File: src/rtl/instr_prefetch_pkg.sv
// Shared fetch types and constants for the instruction prefetch front end.
package instr_prefetch_pkg;

  localparam int INSTR_BYTES = 4;
  localparam logic [31:0] DEFAULT_RESET_PC = 32'h0000_0000;

  typedef struct packed {
    logic [31:0] pc;
    logic [31:0] instr;
  } fetch_entry_t;

endpackage

File: src/rtl/prefetch_fifo.sv
// DEPTH-entry circular buffer of {pc, instr}; head visible the cycle after push.
// Push into a full buffer is ignored unless a pop frees the slot; flush beats push.
module prefetch_fifo
  import instr_prefetch_pkg::*;
#(
  parameter int DEPTH = 2
) (
  input  logic                         clk,
  input  logic                         resn,
  input  logic                         push,
  input  logic [31:0]                  push_pc,
  input  logic [31:0]                  push_instr,
  input  logic                         pop,
  input  logic                         flush,
  output logic [31:0]                  head_pc,
  output logic [31:0]                  head_instr,
  output logic                         not_empty,
  output logic [$clog2(DEPTH+1)-1:0]   occ
);

  localparam int PW = $clog2(DEPTH);
  localparam int CW = $clog2(DEPTH + 1);

  fetch_entry_t  mem [DEPTH];
  logic [PW-1:0] wptr;
  logic [PW-1:0] rptr;
  logic          do_push;
  logic          do_pop;

  assign not_empty  = (occ != '0);
  assign do_pop     = pop && not_empty;
  assign do_push    = push && ((occ != CW'(DEPTH)) || do_pop);
  assign head_pc    = mem[rptr].pc;
  assign head_instr = mem[rptr].instr;

  always_ff @(posedge clk or negedge resn) begin
    if (!resn) begin
      wptr <= '0;
      rptr <= '0;
      occ  <= '0;
      for (int i = 0; i < DEPTH; i++) mem[i] <= '0;
    end else if (flush) begin
      wptr <= '0;
      rptr <= '0;
      occ  <= '0;
    end else begin
      if (do_push) begin
        mem[wptr] <= '{pc: push_pc, instr: push_instr};
        wptr      <= wptr + PW'(1);
      end
      if (do_pop) rptr <= rptr + PW'(1);
      occ <= occ + CW'(do_push) - CW'(do_pop);
    end
  end

endmodule

File: src/rtl/instr_prefetch.sv
// Fetch front end: issues word fetches, buffers responses, redirect flushes and drops stale data.
// r_valid -> fetch_valid one cycle later (same cycle with INSTR_PREFETCH_BYPASS_EN); requests stop when buffer+in-flight reach DEPTH.
module instr_prefetch
  import instr_prefetch_pkg::*;
#(
  parameter int          DEPTH    = 2,
  parameter logic [31:0] RESET_PC = DEFAULT_RESET_PC
) (
  input  logic        clk,
  input  logic        resn,
  output logic        instr_req,
  input  logic        instr_gnt,
  output logic [31:0] instr_adr,
  input  logic        instr_r_valid,
  input  logic [31:0] instr_read_in,
  input  logic        redirect,
  input  logic [31:0] redirect_pc,
  output logic        fetch_valid,
  input  logic        fetch_ready,
  output logic [31:0] fetch_instr,
  output logic [31:0] fetch_pc
);

  localparam int             CW    = $clog2(DEPTH + 1);
  localparam logic [CW:0]    LIMIT = (CW + 1)'(DEPTH);
  localparam logic [31:0]    STEP  = 32'(INSTR_BYTES);

  logic          run;
  logic          hold;
  logic          redir_pend;
  logic [31:0]   fpc;
  logic [31:0]   rpc;
  logic [31:0]   redir_pc;
  logic [CW-1:0] out_cnt;
  logic [CW-1:0] drop_cnt;
  logic [CW-1:0] occ;
  logic [31:0]   new_pc;
  logic [31:0]   head_pc;
  logic [31:0]   head_instr;
  logic          fifo_vld;
  logic          grant;
  logic          rsp;
  logic          keep;
  logic          byp;
  logic          push;
  logic          pop;

  assign new_pc    = redirect_pc & ~32'h3;
  assign instr_req = run && (hold || (({1'b0, occ} + {1'b0, out_cnt}) < LIMIT));
  assign instr_adr = fpc;
  assign grant     = instr_req && instr_gnt;
  assign rsp       = instr_r_valid && (out_cnt != '0);
  assign keep      = rsp && (drop_cnt == '0) && !redirect;

`ifdef INSTR_PREFETCH_BYPASS_EN
  assign byp = keep && (occ == '0);
`else
  assign byp = 1'b0;
`endif

  assign fetch_valid = fifo_vld || byp;
  assign fetch_pc    = byp ? rpc : head_pc;
  assign fetch_instr = byp ? instr_read_in : head_instr;
  assign push        = keep && !(byp && fetch_ready);
  assign pop         = fifo_vld && fetch_ready && !redirect;

  always_ff @(posedge clk or negedge resn) begin
    if (!resn) begin
      run        <= 1'b0;
      hold       <= 1'b0;
      redir_pend <= 1'b0;
      fpc        <= RESET_PC;
      rpc        <= RESET_PC;
      redir_pc   <= RESET_PC;
      out_cnt    <= '0;
      drop_cnt   <= '0;
    end else begin
      run      <= 1'b1;
      hold     <= instr_req && !instr_gnt;
      out_cnt  <= out_cnt + CW'(grant) - CW'(rsp);
      drop_cnt <= drop_cnt - CW'(rsp && (drop_cnt != '0)) + CW'(grant && redir_pend);
      if (keep) rpc <= rpc + STEP;
      if (grant) begin
        // A held request granted after a redirect resumes fetch at the redirect target.
        if (redir_pend) begin
          fpc        <= redir_pc;
          redir_pend <= 1'b0;
        end else begin
          fpc <= fpc + STEP;
        end
      end
      if (redirect) begin
        rpc      <= new_pc;
        drop_cnt <= out_cnt + CW'(grant) - CW'(rsp);
        if (hold && !instr_gnt) begin
          redir_pend <= 1'b1;
          redir_pc   <= new_pc;
        end else begin
          fpc        <= new_pc;
          redir_pend <= 1'b0;
        end
      end
    end
  end

  prefetch_fifo #(
    .DEPTH(DEPTH)
  ) u_fifo (
    .clk       (clk),
    .resn      (resn),
    .push      (push),
    .push_pc   (rpc),
    .push_instr(instr_read_in),
    .pop       (pop),
    .flush     (redirect),
    .head_pc   (head_pc),
    .head_instr(head_instr),
    .not_empty (fifo_vld),
    .occ       (occ)
  );

endmodule

File: config.mk
export PLATFORM = sky130hd
export DESIGN_NAME = instr_prefetch
export DESIGN_NICKNAME = d
export VERILOG_FILES = /design/src/rtl/instr_prefetch_pkg.sv /design/src/rtl/prefetch_fifo.sv /design/src/rtl/instr_prefetch.sv
export SDC_FILE = /design/constraint.sdc
export NUM_CORES = 1
export LEC_CHECK = 0
export ABC_AREA = 1
export CORE_MARGIN = 2
export CORE_UTILIZATION = 45
export CTS_CLUSTER_SIZE = 28
export DETAILED_ROUTE_END_ITERATION = 6
export GPL_TIMING_DRIVEN = 0
export PLACE_DENSITY = 0.72
export SYNTH_ARGS = -nofsm -noshare
export SYNTH_HDL_FRONTEND = slang
export SYNTH_SLANG_ARGS = --single-unit
File: constraint.sdc
create_clock -name clk -period 5.55 [get_ports clk]
set_input_delay 0.8325 -clock clk [delete_from_list [all_inputs] [get_ports clk]]
set_output_delay 0.8325 -clock clk [all_outputs]
set_load 0.05 [all_outputs]
==> metrics.txt <==
status completed; Final GP Congestion 0.939; clk sinks 227; placed cell area 13700 um2; post_cts resized 0; die height 165 um; Antenna Nets Post-Route 0; worst relative slew slack 38.4%; Final Max Tran Viols 0; Core Util, Final 57.4%; XOR/XNOR share of the synthesized area 2.11%; placed cells 2034; area leader, netlist dfrtp_1; htree depth 1; Combinational Power Share 43.5%; Post-Synth Simple-Gate Area 26.7%; Synth Flop Type dfrtp_1; Final Skew 0.00949 ns; Cell variety after synth 38; Vias 11.1k; leakage 7.01 nW; worst hold-check path type in2async; Worst path slowest cell clkdlybuf4s50_1; Power Total 7.60 mW; wire length per cell 17.3 um; core box area 25300 um2; setup bufs post-CTS 0; P&R area growth vs syn 24.8%; CP max FO 10; Post-DP HPWL 26200 um; WL final 35900 um; worst-margin pin slew 0.924 ns; post-synthesis cell area 11600 um2; RSZ-0062 raised after global routing no; Initial Utilization 46.0%; final period utilization 66.6%; Reg2Reg Setup Slack 2.64 ns; largest family of logic cells by synthesized area simple AND/OR/NAND/NOR gates; net switching power 3.31 mW; ANT cells 0; syn avg cell area 7.54 um2; CTS tree done; crit path kind reg2out; crit-path cells clkbuf_1 > inv_2 > clkbuf_1 > nand2_1 > nand2_1 > clkdlybuf4s50_1; Reg clk slew, reported paths 0.06 ns; Cell Pwr Density 524 nW/um2; DRC violations left 0; gr usage total 26.8%; final hold violation count 0; Worst EP arrival 2.87 ns; ratio of cells with drive above 1 in the final layout 5.15%; Synth area leaders dfrtp_1 (49%), nand2_1 (19%), o21ai_1 (4.7%); pin count of the biggest net entering global routing 122; vias in the first global route 10.7k; final setup fails 0; worst skew pair latency 0.53 ns; number of synthesized flops with an enable pin 0; DR pass1 iterations 6; Reg power frac 35.1%; Synth Register Bits 227; Internal 4.29 mW; nets 1809; FILL cells 2381; Chip Width 165 um; proportion of power drawn by the clock network 21.4%; final instance area 14500 um2; cts hold-fix bufs 0; crit-path max cell delay 0.81 ns; Post-Layout Cell Count 2079; clk root buf clkbuf_16; YS warnings 0; Fmax achieved 270 MHz; Critical Path End Type output port; Num CTS Buffers 25; WHS 0.391 ns; Congestion Overflow GR 0; post-synth top area share 48.9%; maxcap violations 0; num rows 58; Switching Share 43.5%; number of buffers added on ports 162; ys async rst share 100%; num ports 168; Starting DRT DRC Count 971; maximum VDD drop 0.332 mV; vias per cell 5.35; synth cell count leaders nand2_1 (582), dfrtp_1 (227), inv_1 (139); Critical Path Start Type flop; mux contribution to synthesized area 0.388%; Req. time, crit path 4.72 ns; register area share after synthesis 48.9%; post-synthesis cell count 1540; compound-cell area share of the yosys netlist 12.9%; adder-cell share of the synthesized area 0.926%; DIE AREA 27100 um2; first-pass GRT wire length 56800 um; initial antenna violation count 0; maximum buffer depth of the clock tree 3; most common cell in the synthesized netlist nand2_1; Tmin final 3.70 ns
layout by cell type, fill, tap and decap left out, types with 4 or more instances in the layout:
master / n
clkdlybuf4s50_1: 161
xnor2_1: 4
clkbuf_8: 5
clkbuf_1: 46
o211ai_1: 10
inv_1: 139
o21ai_0: 67
inv_2: 6
o22ai_1: 14
buf_2: 11
nand3_1: 47
a21oi_1: 41
mux2_2: 4
clkbuf_16: 25
o21ai_2: 6
o221ai_1: 8
o21ai_1: 108
a22oi_1: 4
buf_6: 13
nand4_1: 8
clkinv_2: 4
xor2_1: 24
o21bai_1: 5
nor3_1: 16
nand3b_1: 7
nor2_1: 119
ha_1: 7
dfrtp_1: 227
nand2_1: 582
sequential cells by signal, summed over array words and instances, names as in the netlist, 2 cells and up:
register,flops
instr_adr,32
out_cnt,2
redir_pc,30
rpc,30
u_fifo.mem,124
drop_cnt,2
u_fifo.occ,2
cell families (layout without fill, tap and decap cells):
| logic type | after synthesis | in the layout |
|---|---|---|
| simple gates | 783 | 783 |
| fa+ha+maj | 8 | 8 |
| xor+xnor | 28 | 28 |
| mux | 4 | 4 |
| flops | 227 | 227 |
| other cells | 2 | 3 |
| buf+inv | 217 | 425 |
| compound gates | 271 | 271 |
final cells by class:
type                            count  area, um2  area share, %
Sequential cell                   227       5680           39.2
Multi-Input combinational cell   1097       5010           34.5
Timing Repair Buffer              163       1650           11.4
Clock buffer                       34        709           4.89
Inverter                          146        548           3.78
Tap cell                          330        413           2.85
Buffer                             71        385           2.66
Clock inverter                     11       98.8          0.682
routing by layer:
metal	part of all wire [%]	track usage [%]
met1	44	38.5
met2	45	41.7
met3	8.8	4.72
met4	2.6	7.87
met5	0	0
worst paths after layout:
kind,from,end,depth (start not counted)
min in group clk,u_fifo.mem[59],u_fifo.mem[59],2
worst min-delay path,resn,u_fifo.mem[80],1
worst min register to register,u_fifo.mem[59],u_fifo.mem[59],2
max in group asynchronous,resn,redir_pc[10],2
worst max register to register,out_cnt[1],drop_cnt[1],15
worst max-delay path,u_fifo.rptr,fetch_pc[26],6
power by group through the flow:
stage / Sequential [mW] / Clock, mW / Combinational (mW)
after global placement: 2.66 / 0 / 3.25
after CTS: 2.65 / 1.66 / 3.32
after global routing: 2.74 / 1.73 / 3.60
final: 2.67 / 1.63 / 3.31
after detailed placement: 2.67 / 0 / 3.31
after floorplan: 2.76 / 0 / 2.10
critical path: cells and delay by family (launching register included):
kind,cells,cell delay [ns]
DFF,1,0.36
buffers and inverters,4,1.77
and+or+nand+nor,2,0.20
metrics by stage:
step | setup TNS (ns) | worst slack [ns]
final | 0 | 1.85
after global routing | 0 | 1.68
after CTS | 0 | 1.82
after detailed placement | 0 | 2.37
after global placement | -1347.42 | -5.97
after floorplan | 0 | 2.99
No activity file was read; power rests on OpenSTA's default activity.
